[src/rtl/bridge_pkg.sv]
// Shared constants, FSM state type and nibble-to-ASCII helper for the bus-to-UART response bridge.
package bridge_pkg;

    localparam logic [7:0] PREAMBLE = 8'h44;
    localparam logic [7:0] CR       = 8'h0D;
    localparam logic [7:0] LF       = 8'h0A;

    typedef enum logic {
        IDLE = 1'b0,
        SEND = 1'b1
    } state_e;

    // Uppercase hex: 0-9 -> '0'..'9', A-F -> 'A'..'F'
    function automatic logic [7:0] to_ascii_hex(input logic [3:0] nib);
        if (nib < 4'd10) begin
            return 8'h30 + {4'h0, nib};
        end
        return 8'h37 + {4'h0, nib};
    endfunction

endpackage

[src/rtl/bridge_fifo.sv]
// Synchronous FIFO, head visible combinationally on pop_dat_o; push into a full FIFO
// succeeds only when a pop happens on the same edge, otherwise the push is discarded.
module bridge_fifo #(
    parameter int WIDTH = 16,
    parameter int DEPTH = 4
) (
    input  logic                       clk,
    input  logic                       rst_n,
    input  logic                       push_i,
    input  logic [WIDTH-1:0]           push_dat_i,
    input  logic                       pop_i,
    output logic [WIDTH-1:0]           pop_dat_o,
    output logic                       full_o,
    output logic                       empty_o,
    output logic [$clog2(DEPTH+1)-1:0] level_o
);

    localparam int AW = $clog2(DEPTH);

    logic [AW:0]      wr_ptr_q, wr_ptr_d;
    logic [AW:0]      rd_ptr_q, rd_ptr_d;
    logic [WIDTH-1:0] mem_q [DEPTH];
    logic             do_push;
    logic             do_pop;

    // Extra wrap bit distinguishes full from empty when the index bits match
    assign empty_o   = (wr_ptr_q == rd_ptr_q);
    assign full_o    = (wr_ptr_q[AW] != rd_ptr_q[AW]) && (wr_ptr_q[AW-1:0] == rd_ptr_q[AW-1:0]);
    assign level_o   = wr_ptr_q - rd_ptr_q;
    assign pop_dat_o = mem_q[rd_ptr_q[AW-1:0]];

    always_comb begin
        do_pop   = pop_i && !empty_o;
        do_push  = push_i && (!full_o || do_pop);
        wr_ptr_d = wr_ptr_q;
        rd_ptr_d = rd_ptr_q;
        if (do_push) begin
            wr_ptr_d = wr_ptr_q + 1'b1;
        end
        if (do_pop) begin
            rd_ptr_d = rd_ptr_q + 1'b1;
        end
    end

    always_ff @(posedge clk or negedge rst_n) begin
        if (!rst_n) begin
            wr_ptr_q <= '0;
            rd_ptr_q <= '0;
        end else begin
            wr_ptr_q <= wr_ptr_d;
            rd_ptr_q <= rd_ptr_d;
        end
    end

    always_ff @(posedge clk) begin
        if (do_push) begin
            mem_q[wr_ptr_q[AW-1:0]] <= push_dat_i;
        end
    end

endmodule

[src/rtl/bridge_tx_buffered.sv]
// Queues bus read responses and streams each as "D" + hex digits + CR[LF] to a byte transmitter.
// start_o holds until done_i accepts the byte; back-to-back messages keep start_o high throughout.
module bridge_tx_buffered
    import bridge_pkg::*;
#(
    parameter int DATA_WIDTH = 16,
    parameter int FIFO_DEPTH = 4,
    parameter int APPEND_LF  = 1
) (
    input  logic                            clk,
    input  logic                            rst_n,
    input  logic [DATA_WIDTH-1:0]           data_i,
    input  logic                            rw_i,
    input  logic                            valid_i,
    output logic [7:0]                      data_o,
    output logic                            start_o,
    input  logic                            done_i,
    output logic                            overflow_o,
    input  logic                            clr_ovf_i,
    output logic [$clog2(FIFO_DEPTH+1)-1:0] level_o
);

    localparam int N       = DATA_WIDTH / 4;
    localparam int MSG_LEN = 1 + N + ((APPEND_LF != 0) ? 2 : 1);
    localparam int IDX_W   = $clog2(MSG_LEN);
    localparam logic [IDX_W-1:0] LAST_IDX = IDX_W'(MSG_LEN - 1);

    state_e                  state_q, state_d;
    logic [DATA_WIDTH-1:0]   hold_q, hold_d;
    logic [IDX_W-1:0]        idx_q, idx_d;
    logic                    start_q, start_d;
    logic                    ovf_q, ovf_d;

    logic                    push_req;
    logic                    fifo_pop;
    logic                    fifo_full;
    logic                    fifo_empty;
    logic [DATA_WIDTH-1:0]   fifo_dat;
    logic                    xfer;
    logic [3:0]              nib;

    assign push_req   = valid_i && !rw_i;
    assign xfer       = start_q && done_i;
    assign start_o    = start_q;
    assign overflow_o = ovf_q;

    bridge_fifo #(
        .WIDTH (DATA_WIDTH),
        .DEPTH (FIFO_DEPTH)
    ) u_fifo (
        .clk        (clk),
        .rst_n      (rst_n),
        .push_i     (push_req),
        .push_dat_i (data_i),
        .pop_i      (fifo_pop),
        .pop_dat_o  (fifo_dat),
        .full_o     (fifo_full),
        .empty_o    (fifo_empty),
        .level_o    (level_o)
    );

    always_comb begin
        state_d  = state_q;
        hold_d   = hold_q;
        idx_d    = idx_q;
        start_d  = start_q;
        fifo_pop = 1'b0;
        if (state_q == IDLE) begin
            if (!fifo_empty) begin
                fifo_pop = 1'b1;
                hold_d   = fifo_dat;
                idx_d    = '0;
                state_d  = SEND;
                start_d  = 1'b1;
            end
        end else if (xfer) begin
            if (idx_q == LAST_IDX) begin
                idx_d = '0;
                // Chain straight into the next message so start_o never dips
                if (!fifo_empty) begin
                    fifo_pop = 1'b1;
                    hold_d   = fifo_dat;
                end else begin
                    state_d = IDLE;
                    start_d = 1'b0;
                end
            end else begin
                idx_d = idx_q + 1'b1;
            end
        end
    end

    // A new drop wins over a same-edge clear
    always_comb begin
        ovf_d = ovf_q;
        if (clr_ovf_i) begin
            ovf_d = 1'b0;
        end
        if (push_req && fifo_full && !fifo_pop) begin
            ovf_d = 1'b1;
        end
    end

    always_comb begin
        nib = '0;
        for (int i = 0; i < N; i++) begin
            if (idx_q == IDX_W'(i + 1)) begin
                nib = hold_q[DATA_WIDTH-4*(i+1) +: 4];
            end
        end
        if (idx_q == '0) begin
            data_o = PREAMBLE;
        end else if (idx_q <= IDX_W'(N)) begin
            data_o = to_ascii_hex(nib);
        end else if (idx_q == IDX_W'(N + 1)) begin
            data_o = CR;
        end else begin
            data_o = LF;
        end
    end

    always_ff @(posedge clk or negedge rst_n) begin
        if (!rst_n) begin
            state_q <= IDLE;
            hold_q  <= '0;
            idx_q   <= '0;
            start_q <= 1'b0;
            ovf_q   <= 1'b0;
        end else begin
            state_q <= state_d;
            hold_q  <= hold_d;
            idx_q   <= idx_d;
            start_q <= start_d;
            ovf_q   <= ovf_d;
        end
    end

endmodule

[config.mk]
export PLATFORM = sky130hd
export DESIGN_NAME = bridge_tx_buffered
export DESIGN_NICKNAME = d
export VERILOG_FILES = /design/src/rtl/bridge_pkg.sv /design/src/rtl/bridge_fifo.sv /design/src/rtl/bridge_tx_buffered.sv
export SDC_FILE = /design/constraint.sdc
export NUM_CORES = 1
export LEC_CHECK = 0
export CAP_MARGIN = 20
export CORE_MARGIN = 3
export CORE_UTILIZATION = 44
export CTS_CLUSTER_DIAMETER = 40
export DETAILED_ROUTE_END_ITERATION = 12
export SYNTH_ARGS = -nofsm -noshare
export SYNTH_HDL_FRONTEND = slang
export SYNTH_SLANG_ARGS = --single-unit
[constraint.sdc]
create_clock -name clk -period 3.84 [get_ports clk]
set_input_delay 0.768 -clock clk [delete_from_list [all_inputs] [get_ports clk]]
set_output_delay 0.768 -clock clk [all_outputs]
set_load 0.005 [all_outputs]
==> results <==
- The number of clock sinks is 92.
- Routability-driven placement finished with a final weighted congestion of 0.753.
- Of the total synthesized cell area, the portion taken by XOR and XNOR cells is 0.0176.
- The number of hold-slack violations in the final timing report was 0.
- The clock passes through at most 2 buffers.
- The number of DRC markers after the initial detailed-route iteration is 73.
- The number of H-tree branching levels is 3.
- In the global route stage, overall resource usage came out at 0.144.
- Setup repair after global routing left no endpoint under its margin.
- The total negative slack is 0 ns.
- Counting every net in the synthesized netlist gives around 270.
- The footprint of the multi-input gates is 1300 um^2.
- The post-place setup slack is approximately 0.31 ns.
- The cell type contributing the most total cell area after synthesis is sky130_fd_sc_hd__edfxtp_1.
- After synthesis, the largest family of logic cells by area is multiplexers.
- The count of pins over their slew limit came to 0.
- The count of different cell masters after synthesis is 45.
- Ranked by instance count, the synthesized netlist is headed by 64 x sky130_fd_sc_hd__edfxtp_1, 28 x sky130_fd_sc_hd__dfrtp_1, 16 x sky130_fd_sc_hd__mux2_2, 16 x sky130_fd_sc_hd__mux4_2, 14 x sky130_fd_sc_hd__nor2_1.
- Port buffering added 33 buffers.
- The pin slew with the least headroom to its limit is approximately 0.75 ns.
- The net switching power is between 0.0005 and 0.0006 W.
- In this run the static leakage power is 1.84 nW.
- The count of state elements after synthesis is 92.
- The fraction of power consumed by the clock network is 0.329.
- In this run the vertical extent of the chip is between 100 and 150 um.
- The power after layout is 0.00216 W.
- The number of antenna violations at the first check in global routing was 0.
- The proportion of synthesized flip-flops having asynchronous set or reset is 0.304.
- The post-route cell area is 4760 um^2.
- In this run the horizontal extent of the chip is 101 um.
- The area occupied by registers is 2620 um^2.
- The initial utilization of the core area, before any placement, comes to 0.454.
- The internal power contribution is 0.00165 W.
- In the routed design, unresolved DRC markers number 0.
- The first global-routing pass estimated 11100 um of wire.
- The TritonCTS clock tree is done.
- The post-route antenna net violation count is 0.
- The post-synthesis area per instance is about 16 um^2.
- The clock root buffer is sky130_fd_sc_hd__clkbuf_8.
- Fill cells in the final layout number 714.
- The predominant post-synthesis flop cell is sky130_fd_sc_hd__edfxtp_1.
- The critical path class is reg2out.
- The flow ran to the end, and the final reports show no timing, DRC or antenna violations.
- 35 I/O pins were placed.
- The overall die area is between 10000 and 15000 um^2.
- The number of buffers created by CTS is 9.
- The number of iterations in the first detailed-routing pass is 4.
- In the routed layout, each cell is associated on average with a via count of between 5 and 6.
- On the final layout, the worst clock skew is 0.0130 ns.
- Ranked by total cell area, the synthesized netlist is headed by sky130_fd_sc_hd__edfxtp_1 48%, sky130_fd_sc_hd__dfrtp_1 18%, sky130_fd_sc_hd__mux4_2 9.0%.
- Of the total synthesized cell area, the portion taken by AND, OR, NAND and NOR gates is 0.0613.
- The count of flip-flops with a built-in enable after synthesis is 64.
- The worst setup path is launched from a flip-flop.
- The number of global-route vias before repair is 2107.
- The share of the cycle needed by the critical path after routing is 0.961.
- The ratio of total power to cell area is 453 nW/um^2.
- The routed layout has roughly 2100 vias.
- The number of antenna repair diodes is 0.
- In this run the standard cell core region covers approximately 8800 um^2.
- The max capacitance violation total is 0.
- The endpoint required time on the critical path is a little over 3 ns.
- At the end of the flow the core is filled with cells to 0.543.
- The standard-cell row count is 34.
- The later pin in the worst-skew pair is clocked with a latency of between 0.3 and 0.4 ns.
- The most common cell in the synthesized netlist is sky130_fd_sc_hd__edfxtp_1.
- Entering global routing, the biggest net connects 29 pins.
- The highest ir drop seen on vdd is about 0.00026 V.
- The clock period minus final worst setup slack is 3.69 ns.
- The synthesized instance count is ~240.
- Of the post-synthesis cell area, the dominant cell type holds 0.483.
- Hold repair after CTS inserted 0 buffers.
- Of all nets on the critical path, the largest fanout is 8.
- Of the synthesized area, sequential elements account for 0.658.
- Setup violations remaining at the end of the flow were counted as 0.
- The compound-cell area share of the yosys netlist is 0.0682.
- Compared with the post-synthesis result, the final layout area differs by 19.4%.
- The final critical-path setup slack is 0.149 ns.
- The worst hold path belongs to the class reg2reg.
- After detailed routing, the average wire length per cell comes to 16.8 um.
- The sum of net half-perimeters after detailed placement is 4610 um.
- The register clock-pin slew on the reported worst setup and hold paths is 0.10 ns.
- The number of nets in the finished design is 323.
- Global routing finished with a remaining overflow of 0.
- The worst setup path is captured at an output pin.
- The area of placed instances is between 4000 and 5000 um^2.
- The worst slew margin relative to its limit is 0.500.
- Yosys printed 0 warnings.
- The proportion of power drawn by combinational gates is 0.122.
- Of the total synthesized cell area, the portion taken by full adders, half adders and majority gates is 0.0361.
- After detailed routing, the total wire length is between 6000 and 7000 um.
- After synthesis, the share of cell area in mux cells is 0.136.
- The share of layout cells above drive strength 1 is 0.260.
- The critical path data arrival time is 2.92 ns.
- In this run the cell area of the synthesized design comes to 3980 um^2.
- The portion of total power attributed to sequential cells is 0.549.
- Of the total power, the share spent switching nets is 0.234.
- The highest achievable clock rate is 271 MHz.
==> metrics by stage <==
step	hold WS (ns)	std cells
floorplan	0.462	242
global placement	0.474	385
detailed placement	0.480	385
CTS	0.495	401
global route	0.520	404
finish	0.489	404
==> area by class of cell <==
type | instances | area share
Clock inverter | 7 | 0.0205
Inverter | 10 | 0.00789
Timing Repair Buffer | 47 | 0.0916
Tap cell | 108 | 0.0284
Clock buffer | 9 | 0.0260
Sequential cell | 92 | 0.552
Multi-Input combinational cell | 131 | 0.274
==> cells in the final DEF (no fill, tap or decap), types with 9 or more instances in the layout <==
cell / Yosys / layout
sky130_fd_sc_hd__mux2_2: 16 / 16
sky130_fd_sc_hd__nand2_1: 13 / 13
sky130_fd_sc_hd__clkbuf_8: 0 / 9
sky130_fd_sc_hd__dfrtp_1: 28 / 27
sky130_fd_sc_hd__mux4_2: 16 / 16
sky130_fd_sc_hd__edfxtp_1: 64 / 64
sky130_fd_sc_hd__nor2_1: 14 / 13
sky130_fd_sc_hd__inv_1: 10 / 10
sky130_fd_sc_hd__buf_4: 1 / 14
sky130_fd_sc_hd__clkdlybuf4s50_1: 0 / 33
==> power groups by stage <==
stage,sequential [W],combinational [W],clock (W)
final,0.00118,0.000264,0.000710
after detailed placement,0.00121,0.000268,0
after global routing,0.00119,0.000295,0.000765
after global placement,0.00120,0.000265,0
after floorplan,0.00120,0.000138,0
after CTS,0.00118,0.000269,0.000730
==> worst max-delay path, stage by stage (launching register included) <==
cell	delay [ns]
sky130_fd_sc_hd__dfrtp_2	0.43
sky130_fd_sc_hd__and2b_1	0.24
sky130_fd_sc_hd__a22o_1	0.27
sky130_fd_sc_hd__a221oi_4	0.40
sky130_fd_sc_hd__ha_2	0.28
sky130_fd_sc_hd__o21ai_2	0.06
sky130_fd_sc_hd__and2_4	0.17
sky130_fd_sc_hd__maj3_2	0.29
sky130_fd_sc_hd__clkdlybuf4s50_1	0.44
==> layer usage <==
layer  up-vias  routed length (um)  part of all wire  global-route usage
met5         -                   0                 0                   0
met3         8                 242             0.036              0.0379
met4         0                  71             0.010              0.0429
li1       1024                   -                 -                   -
met1      1065                3200              0.47               0.198
met2        36                3250              0.48               0.228
==> cell families (layout without fill, tap and decap cells) <==
group	count (synthesis)	count (layout)
simple gates	47	47
flops	92	92
fa+ha+maj	11	11
mux	32	32
xor+xnor	8	8
buf+inv	19	73
compound gates	32	32
other cells	1	1
==> registers in the layout, summed over array words and instances (netlist names) <==
register	flops
hold_q	16
idx_q	3
overflow_o	1
start_o	1
state_q	1
u_fifo.mem_q	64
u_fifo.rd_ptr_q	3
u_fifo.wr_ptr_q	3
==> final timing paths <==
path,from,endpoint,slack [ns],cells after the start
min in group asynchronous,rst_n,u_fifo.wr_ptr_q[1],0.78,2
min reg2reg,u_fifo.wr_ptr_q[2],u_fifo.wr_ptr_q[2],0.49,1
max reg2reg,idx_q[0],u_fifo.mem_q[3][12],1.45,7
min,u_fifo.wr_ptr_q[2],u_fifo.wr_ptr_q[2],0.49,1
max in group asynchronous,rst_n,idx_q[1],2.77,2
max,idx_q[1],data_o[6],0.15,8
==> repair_timing <==
item,4_1_cts,5_1_grt
setup buffers,0,3
pin swaps,0,1
setup endpoints to repair,4,5
resized for setup,2,5
hold endpoints to repair,0,0
Power figures use the tool's default switching activity.
